### src/rtl/chan_rx_frame_unpacker.sv
// chan_rx_frame_unpacker
// Receive-side frame checker and halfword-to-word packer. It sits behind the
// channel-link receive FIFO, validates each frame's header and length, packs
// payload halfword pairs into 32-bit words and keeps good/bad frame counters
// for programming-interface readback. Malformed frames are drained up to tlast
// so that the following frame starts from a clean header.
module chan_rx_frame_unpacker #(
  parameter logic [3:0] MARKER = 4'hA
) (
  input  logic        clk,
  input  logic        reset,
  input  logic [0:15] s_axis_tdata,
  input  logic [0:1]  s_axis_tkeep,
  input  logic        s_axis_tvalid,
  input  logic        s_axis_tlast,
  output logic        s_axis_tready,
  output logic [31:0] m_word,
  output logic        m_valid,
  output logic        m_last,
  input  logic        m_ready,
  output logic        frame_ok,
  output logic        frame_err,
  output logic [1:0]  err_code,
  output logic [15:0] frames_ok_cnt,
  output logic [15:0] frames_bad_cnt
);

  typedef enum logic [1:0] {
    S_IDLE  = 2'd0,
    S_HI    = 2'd1,
    S_LO    = 2'd2,
    S_DRAIN = 2'd3
  } state_t;

  typedef enum logic [1:0] {
    ERR_HDR   = 2'd0,
    ERR_SHORT = 2'd1,
    ERR_LONG  = 2'd2,
    ERR_KEEP  = 2'd3
  } err_t;

  localparam logic [15:0] CNT_MAX = 16'hFFFF;

  // Registers
  state_t      r_state;
  logic [11:0] r_words_left;
  logic [15:0] r_hi_half;
  logic [31:0] r_m_word;
  logic        r_m_valid;
  logic        r_m_last;
  logic        r_frame_ok;
  logic        r_frame_err;
  err_t        r_err_code;
  logic [15:0] r_frames_ok_cnt;
  logic [15:0] r_frames_bad_cnt;

  // Combinational decode
  logic [15:0] w_data;
  logic [3:0]  w_hdr_marker;
  logic [11:0] w_hdr_len;
  logic        w_keep_ok;
  logic        w_ready;
  logic        w_accept;
  state_t      w_state_nxt;
  logic        w_cnt_load;
  logic        w_hi_load;
  logic        w_word_load;
  logic        w_word_last;
  logic        w_ok;
  logic        w_err;
  err_t        w_err_code;

  // The port is numbered MSB-first; copying it into a descending vector keeps
  // the numeric value, so header field slicing below reads naturally.
  assign w_data       = s_axis_tdata;
  assign w_hdr_marker = w_data[15:12];
  assign w_hdr_len    = w_data[11:0];
  assign w_keep_ok    = (s_axis_tkeep == 2'b11);

  // DRAIN never stalls; otherwise a beat is taken only if the output register
  // is empty or being emptied this cycle. Held low while reset is asserted.
  assign w_ready       = (r_state == S_DRAIN) || !r_m_valid || m_ready;
  assign s_axis_tready = !reset && w_ready;
  assign w_accept      = s_axis_tvalid && s_axis_tready;

  // State register
  // NOTE: clocked state uses non-blocking (<=) so every flop samples the
  // pre-edge value of its neighbours; blocking here would create order races.
  always_ff @(posedge clk or posedge reset) begin
    if (reset) begin
      r_state <= S_IDLE;
    end else begin
      r_state <= w_state_nxt;
    end
  end

  // Next-state decode and per-beat events (load, emit, good/bad frame)
  // NOTE: every variable gets a default before the case so that no path leaves
  // one unassigned, which would otherwise infer a latch.
  always_comb begin
    w_state_nxt = r_state;
    w_cnt_load  = 1'b0;
    w_hi_load   = 1'b0;
    w_word_load = 1'b0;
    w_word_last = 1'b0;
    w_ok        = 1'b0;
    w_err       = 1'b0;
    w_err_code  = ERR_HDR;
    if (w_accept) begin
      unique case (r_state)
        S_IDLE: begin
          if (!w_keep_ok || (w_hdr_marker != MARKER) || (w_hdr_len == 12'd0)) begin
            w_err       = 1'b1;
            w_err_code  = w_keep_ok ? ERR_HDR : ERR_KEEP;
            w_state_nxt = s_axis_tlast ? S_IDLE : S_DRAIN;
          end else if (s_axis_tlast) begin
            w_err       = 1'b1;
            w_err_code  = ERR_SHORT;
            w_state_nxt = S_IDLE;
          end else begin
            w_cnt_load  = 1'b1;
            w_state_nxt = S_HI;
          end
        end
        S_HI: begin
          if (!w_keep_ok) begin
            w_err       = 1'b1;
            w_err_code  = ERR_KEEP;
            w_state_nxt = s_axis_tlast ? S_IDLE : S_DRAIN;
          end else if (s_axis_tlast) begin
            // A frame cannot end on the first half of a word.
            w_err       = 1'b1;
            w_err_code  = ERR_SHORT;
            w_state_nxt = S_IDLE;
          end else begin
            w_hi_load   = 1'b1;
            w_state_nxt = S_LO;
          end
        end
        S_LO: begin
          if (!w_keep_ok) begin
            // The half-built word is dropped.
            w_err       = 1'b1;
            w_err_code  = ERR_KEEP;
            w_state_nxt = s_axis_tlast ? S_IDLE : S_DRAIN;
          end else begin
            w_word_load = 1'b1;
            if (r_words_left == 12'd1) begin
              // Header length reached: this is the last word regardless of
              // tlast; a missing tlast means the sender is still talking.
              w_word_last = 1'b1;
              if (s_axis_tlast) begin
                w_ok        = 1'b1;
                w_state_nxt = S_IDLE;
              end else begin
                w_err       = 1'b1;
                w_err_code  = ERR_LONG;
                w_state_nxt = S_DRAIN;
              end
            end else if (s_axis_tlast) begin
              w_err       = 1'b1;
              w_err_code  = ERR_SHORT;
              w_state_nxt = S_IDLE;
            end else begin
              w_state_nxt = S_HI;
            end
          end
        end
        S_DRAIN: begin
          if (s_axis_tlast) begin
            w_state_nxt = S_IDLE;
          end
        end
        default: begin
          w_state_nxt = S_IDLE;
        end
      endcase
    end
  end

  // Payload path: word counter, high-half holding register, output register
  always_ff @(posedge clk or posedge reset) begin
    if (reset) begin
      r_words_left <= '0;
      r_hi_half    <= '0;
      r_m_word     <= '0;
      r_m_valid    <= 1'b0;
      r_m_last     <= 1'b0;
    end else begin
      if (w_cnt_load) begin
        r_words_left <= w_hdr_len;
      end else if (w_word_load) begin
        r_words_left <= r_words_left - 12'd1;
      end
      if (w_hi_load) begin
        r_hi_half <= w_data;
      end
      // A new word may be loaded in the same cycle the old one is taken.
      if (w_word_load) begin
        r_m_word  <= {r_hi_half, w_data};
        r_m_last  <= w_word_last;
        r_m_valid <= 1'b1;
      end else if (m_ready) begin
        r_m_valid <= 1'b0;
      end
    end
  end

  // Frame status pulses, sticky error code and saturating frame counters
  always_ff @(posedge clk or posedge reset) begin
    if (reset) begin
      r_frame_ok       <= 1'b0;
      r_frame_err      <= 1'b0;
      r_err_code       <= ERR_HDR;
      r_frames_ok_cnt  <= '0;
      r_frames_bad_cnt <= '0;
    end else begin
      r_frame_ok  <= w_ok;
      r_frame_err <= w_err;
      if (w_err) begin
        r_err_code <= w_err_code;
      end
      if (w_ok && (r_frames_ok_cnt != CNT_MAX)) begin
        r_frames_ok_cnt <= r_frames_ok_cnt + 16'd1;
      end
      if (w_err && (r_frames_bad_cnt != CNT_MAX)) begin
        r_frames_bad_cnt <= r_frames_bad_cnt + 16'd1;
      end
    end
  end

  assign m_word         = r_m_word;
  assign m_valid        = r_m_valid;
  assign m_last         = r_m_last;
  assign frame_ok       = r_frame_ok;
  assign frame_err      = r_frame_err;
  assign err_code       = r_err_code;
  assign frames_ok_cnt  = r_frames_ok_cnt;
  assign frames_bad_cnt = r_frames_bad_cnt;

endmodule
### config.mk
export PLATFORM = sky130hd
export DESIGN_NAME = chan_rx_frame_unpacker
export DESIGN_NICKNAME = d
export VERILOG_FILES = /design/src/rtl/chan_rx_frame_unpacker.sv
export SDC_FILE = /design/constraint.sdc
export NUM_CORES = 1
export LEC_CHECK = 0
export CAP_MARGIN = 15
export CORE_MARGIN = 5
export CORE_UTILIZATION = 40
export DETAILED_ROUTE_END_ITERATION = 10
export GPL_ROUTABILITY_DRIVEN = 0
export PLACE_DENSITY = 0.73
export SLEW_MARGIN = 20
export SYNTH_ARGS = -nofsm -noshare
export SYNTH_HDL_FRONTEND = slang
export SYNTH_SLANG_ARGS = --single-unit
export TNS_END_PERCENT = 30
### constraint.sdc
create_clock -name clk -period 3.8 [get_ports clk]
set_input_delay 0.38 -clock clk [delete_from_list [all_inputs] [get_ports clk]]
set_output_delay 0.38 -clock clk [all_outputs]
set_load 0.02 [all_outputs]
==> qor.csv <==
metric,value,unit
global-route wire length before repair,18.2,mm
worst hold path class,flip-flop to flip-flop,
final cell count without fillers,696,
Crit Path Category,flip-flop to flip-flop,
TritonCTS clock tree,yes,
number of H-tree levels,3,
Synth area leader,dfrtp_1,
Final Slew Violations,0,
Die Height,117,µm
clock edge transition at the registers on the reported setup and hold paths,0.08,ns
clk_skew,0.0127,ns
GR Util met1,0.226,
layout net count,578,
busiest grt layer,met2,
post-place setup slack,0.639,ns
CP required,4.02,ns
port buffer count,93,
Die ar.,13600,µm²
Post-synth top flop,dfrtp_1,
Finished Cell Area,5950,µm²
GRT Total Usage,0.167,
Max Cap Viol,0,
TNS Setup,0,ns
Worst-Margin Slew,0.817,ns
Tot Pwr,3.37,mW
site row count,39,
total CTS buffers,9,
area share of the leading cell type in the synthesized netlist,0.549,
P&R area growth vs syn,30.7,%
Util after Layout,0.528,
DP Area,5640,µm²
CORE AREA,11300,µm²
Top Ports,94,
Detail Route Antenna Nets,0,
first drt pass iteration count,4,
Yosys warnings,0,
count of final setup violators,0,
slew margin rel.,0.454,
initial antenna violation count,0,
"Async S/R FF share, synth",1.00,
Initial Util,0.404,
worst vdd ir,0.000424,V
final period utilization,0.839,
Leakage,2.77,nW
Placed Instances,680,
remaining global-route overflow,0,
cell area after synthesis,4550,µm²
clk root buf,clkbuf_16,
Critical Path End Type,flip-flop,
sequential cell area fraction in the yosys report,0.549,
met3 Resource Use GR,0.0466,
Post-synth EDFFs,0,
final hold vios,0,
layout cells sized above 1,0.0922,
Syn Inst Count,454,
unrepaired setup endpoints after global routing,false,
cts repair resizes,0,
worst hold slack,0.466,ns
PwrDens,567,nW/µm²
clock sinks,100,
CTS Buffer Depth,2,
fillers,1013,
vias,3611,
mean area per synthesized cell,10.0,µm²
clock latency at the later pin of the worst-skew pair,0.34,ns
fmax,0.314,GHz
"Min Clock Period, post-route",3.19,ns
Synth area leaders,"dfrtp_1, nand2_1, mux2_2",
# Post-CTS Setup Buffers,0,
antenna cells,0,
CTS Hold Buffers Added,0,
Post-route DRC,0,
vias per std cell,5.19,
CP Max Fanout,16,
vias in the first global route,3684,
post-synthesis net count,484,
Worst Setup Start Kind,flip-flop,
"wirelength, routed",10.6,mm
number of synthesized register bits,100,
DR iter-0 viols,206,
dpl hpwl,7.63,mm
Cell variety after synth,49,
largest net degree at the start of global routing,60,
status,"finished, final reports clean",
per-cell routed wire length,15.3,µm
Critical Path AT,3.41,ns
met2 GRT Util,0.270,
setup ws final,0.610,ns
Die W,117,µm
power by group:
| part | internal (mW) | switching [mW] |
|---|---|---|
| Clock | 0.528 | 0.435 |
| Sequential | 1.27 | 0.175 |
| Combinational | 0.440 | 0.522 |
| Total | 2.24 | 1.13 |
registers in the layout (all words and copies together) (netlist names):
name	count
r_words_left	12
frames_ok_cnt	16
frames_bad_cnt	16
r_state	2
m_last	1
m_valid	1
m_word	32
frame_ok	1
r_hi_half	16
err_code	2
frame_err	1
metal layers:
metal  vias to the layer above  share of wire
met5                         -              0
met4                         0          0.012
li1                       1729              -
met1                      1756           0.45
met3                        12          0.063
met2                       114           0.48
path summary, 6_finish.rpt:
kind	cells past startpoint	slack [ns]	to	start
max	12	0.61	frames_bad_cnt[1]	r_words_left[6]
min	2	0.47	m_word[27]	r_hi_half[11]
max reg2reg	12	0.61	frames_bad_cnt[1]	r_words_left[6]
min reg2reg	2	0.47	m_word[27]	r_hi_half[11]
max in group asynchronous	3	2.47	m_word[18]	reset
min in group asynchronous	2	0.56	m_word[12]	reset
cell families (layout without fill, tap and decap cells):
| family | Yosys count | count (layout) | synth area share |
|---|---|---|---|
| AOI/OAI and AO/OA | 47 | 47 | 0.0747 |
| xor gates and xnor gates | 29 | 29 | 0.0558 |
| adders and majority gates | 7 | 7 | 0.0192 |
| buffers and inverters | 25 | 124 | 0.0239 |
| DFF | 100 | 100 | 0.549 |
| muxes | 21 | 21 | 0.0519 |
| and+or+nand+nor | 225 | 225 | 0.225 |
synth_stat cells, types with 2 or more instances:
| master | number |
|---|---|
| inv_1 | 10 |
| mux2_2 | 21 |
| nor2b_1 | 3 |
| nand2b_1 | 4 |
| nor2_1 | 30 |
| xor2_1 | 10 |
| ha_1 | 7 |
| nand2_1 | 129 |
| a41oi_1 | 2 |
| o311ai_0 | 2 |
| buf_1 | 4 |
| buf_2 | 6 |
| nor4_1 | 4 |
| xnor2_1 | 19 |
| nand4_1 | 8 |
| nor3_1 | 11 |
| nand4b_1 | 2 |
| a31oi_1 | 2 |
| o21ai_0 | 16 |
| o211ai_1 | 2 |
| a21oi_1 | 9 |
| nand3_1 | 15 |
| dfrtp_1 | 100 |
| a32oi_1 | 3 |
| and2_1 | 4 |
| clkbuf_1 | 4 |
| and3_1 | 4 |
| a211oi_1 | 2 |
layout by cell type (no fill, tap or decap), types with 2 or more instances in the layout:
cell / netlist / routed
o211ai_1: 2 / 2
nor2_1: 30 / 30
and2_1: 4 / 4
nand2b_1: 4 / 4
a211oi_1: 2 / 2
clkbuf_16: 0 / 9
a31oi_1: 2 / 2
xnor2_1: 19 / 19
nand2_1: 129 / 129
and3_1: 4 / 4
xor2_1: 10 / 10
o311ai_0: 2 / 2
clkdlybuf4s50_1: 0 / 93
inv_6: 0 / 2
inv_1: 10 / 9
clkinv_4: 0 / 2
a41oi_1: 2 / 2
o21ai_0: 16 / 16
buf_4: 0 / 5
nand4_1: 8 / 8
nor3_1: 11 / 11
ha_1: 7 / 7
a21oi_1: 9 / 9
nand3_1: 15 / 15
nand4b_1: 2 / 2
nor4_1: 4 / 4
nor2b_1: 3 / 2
a32oi_1: 3 / 3
dfrtp_1: 100 / 100
mux2_2: 21 / 21
critical path, cell delays in order, from the launching register on:
cell and delay [ns]:
dfrtp_1 0.42, nor3_1 0.30, nand2_1 0.15, nor3_1 0.34
nand4b_1 0.21, inv_1 0.12, ha_1 0.24, a31oi_1 0.13
nand2_1 0.07, a21oi_1 0.18, or2_1 0.43, nand2_1 0.17
mux2_2 0.30
final cells by class:
| cell class | instances | area (µm²) | area share |
|---|---|---|---|
| flip-flops and latches | 100 | 2500 | 0.420 |
| clock inverters | 7 | 92.6 | 0.0156 |
| multi-input cells | 329 | 1950 | 0.327 |
| inverters | 10 | 40.0 | 0.00673 |
| repair buffers | 98 | 968 | 0.163 |
| well taps | 143 | 179 | 0.0301 |
| clock buffers | 9 | 225 | 0.0378 |
No activity file was read; power rests on OpenSTA's default activity.
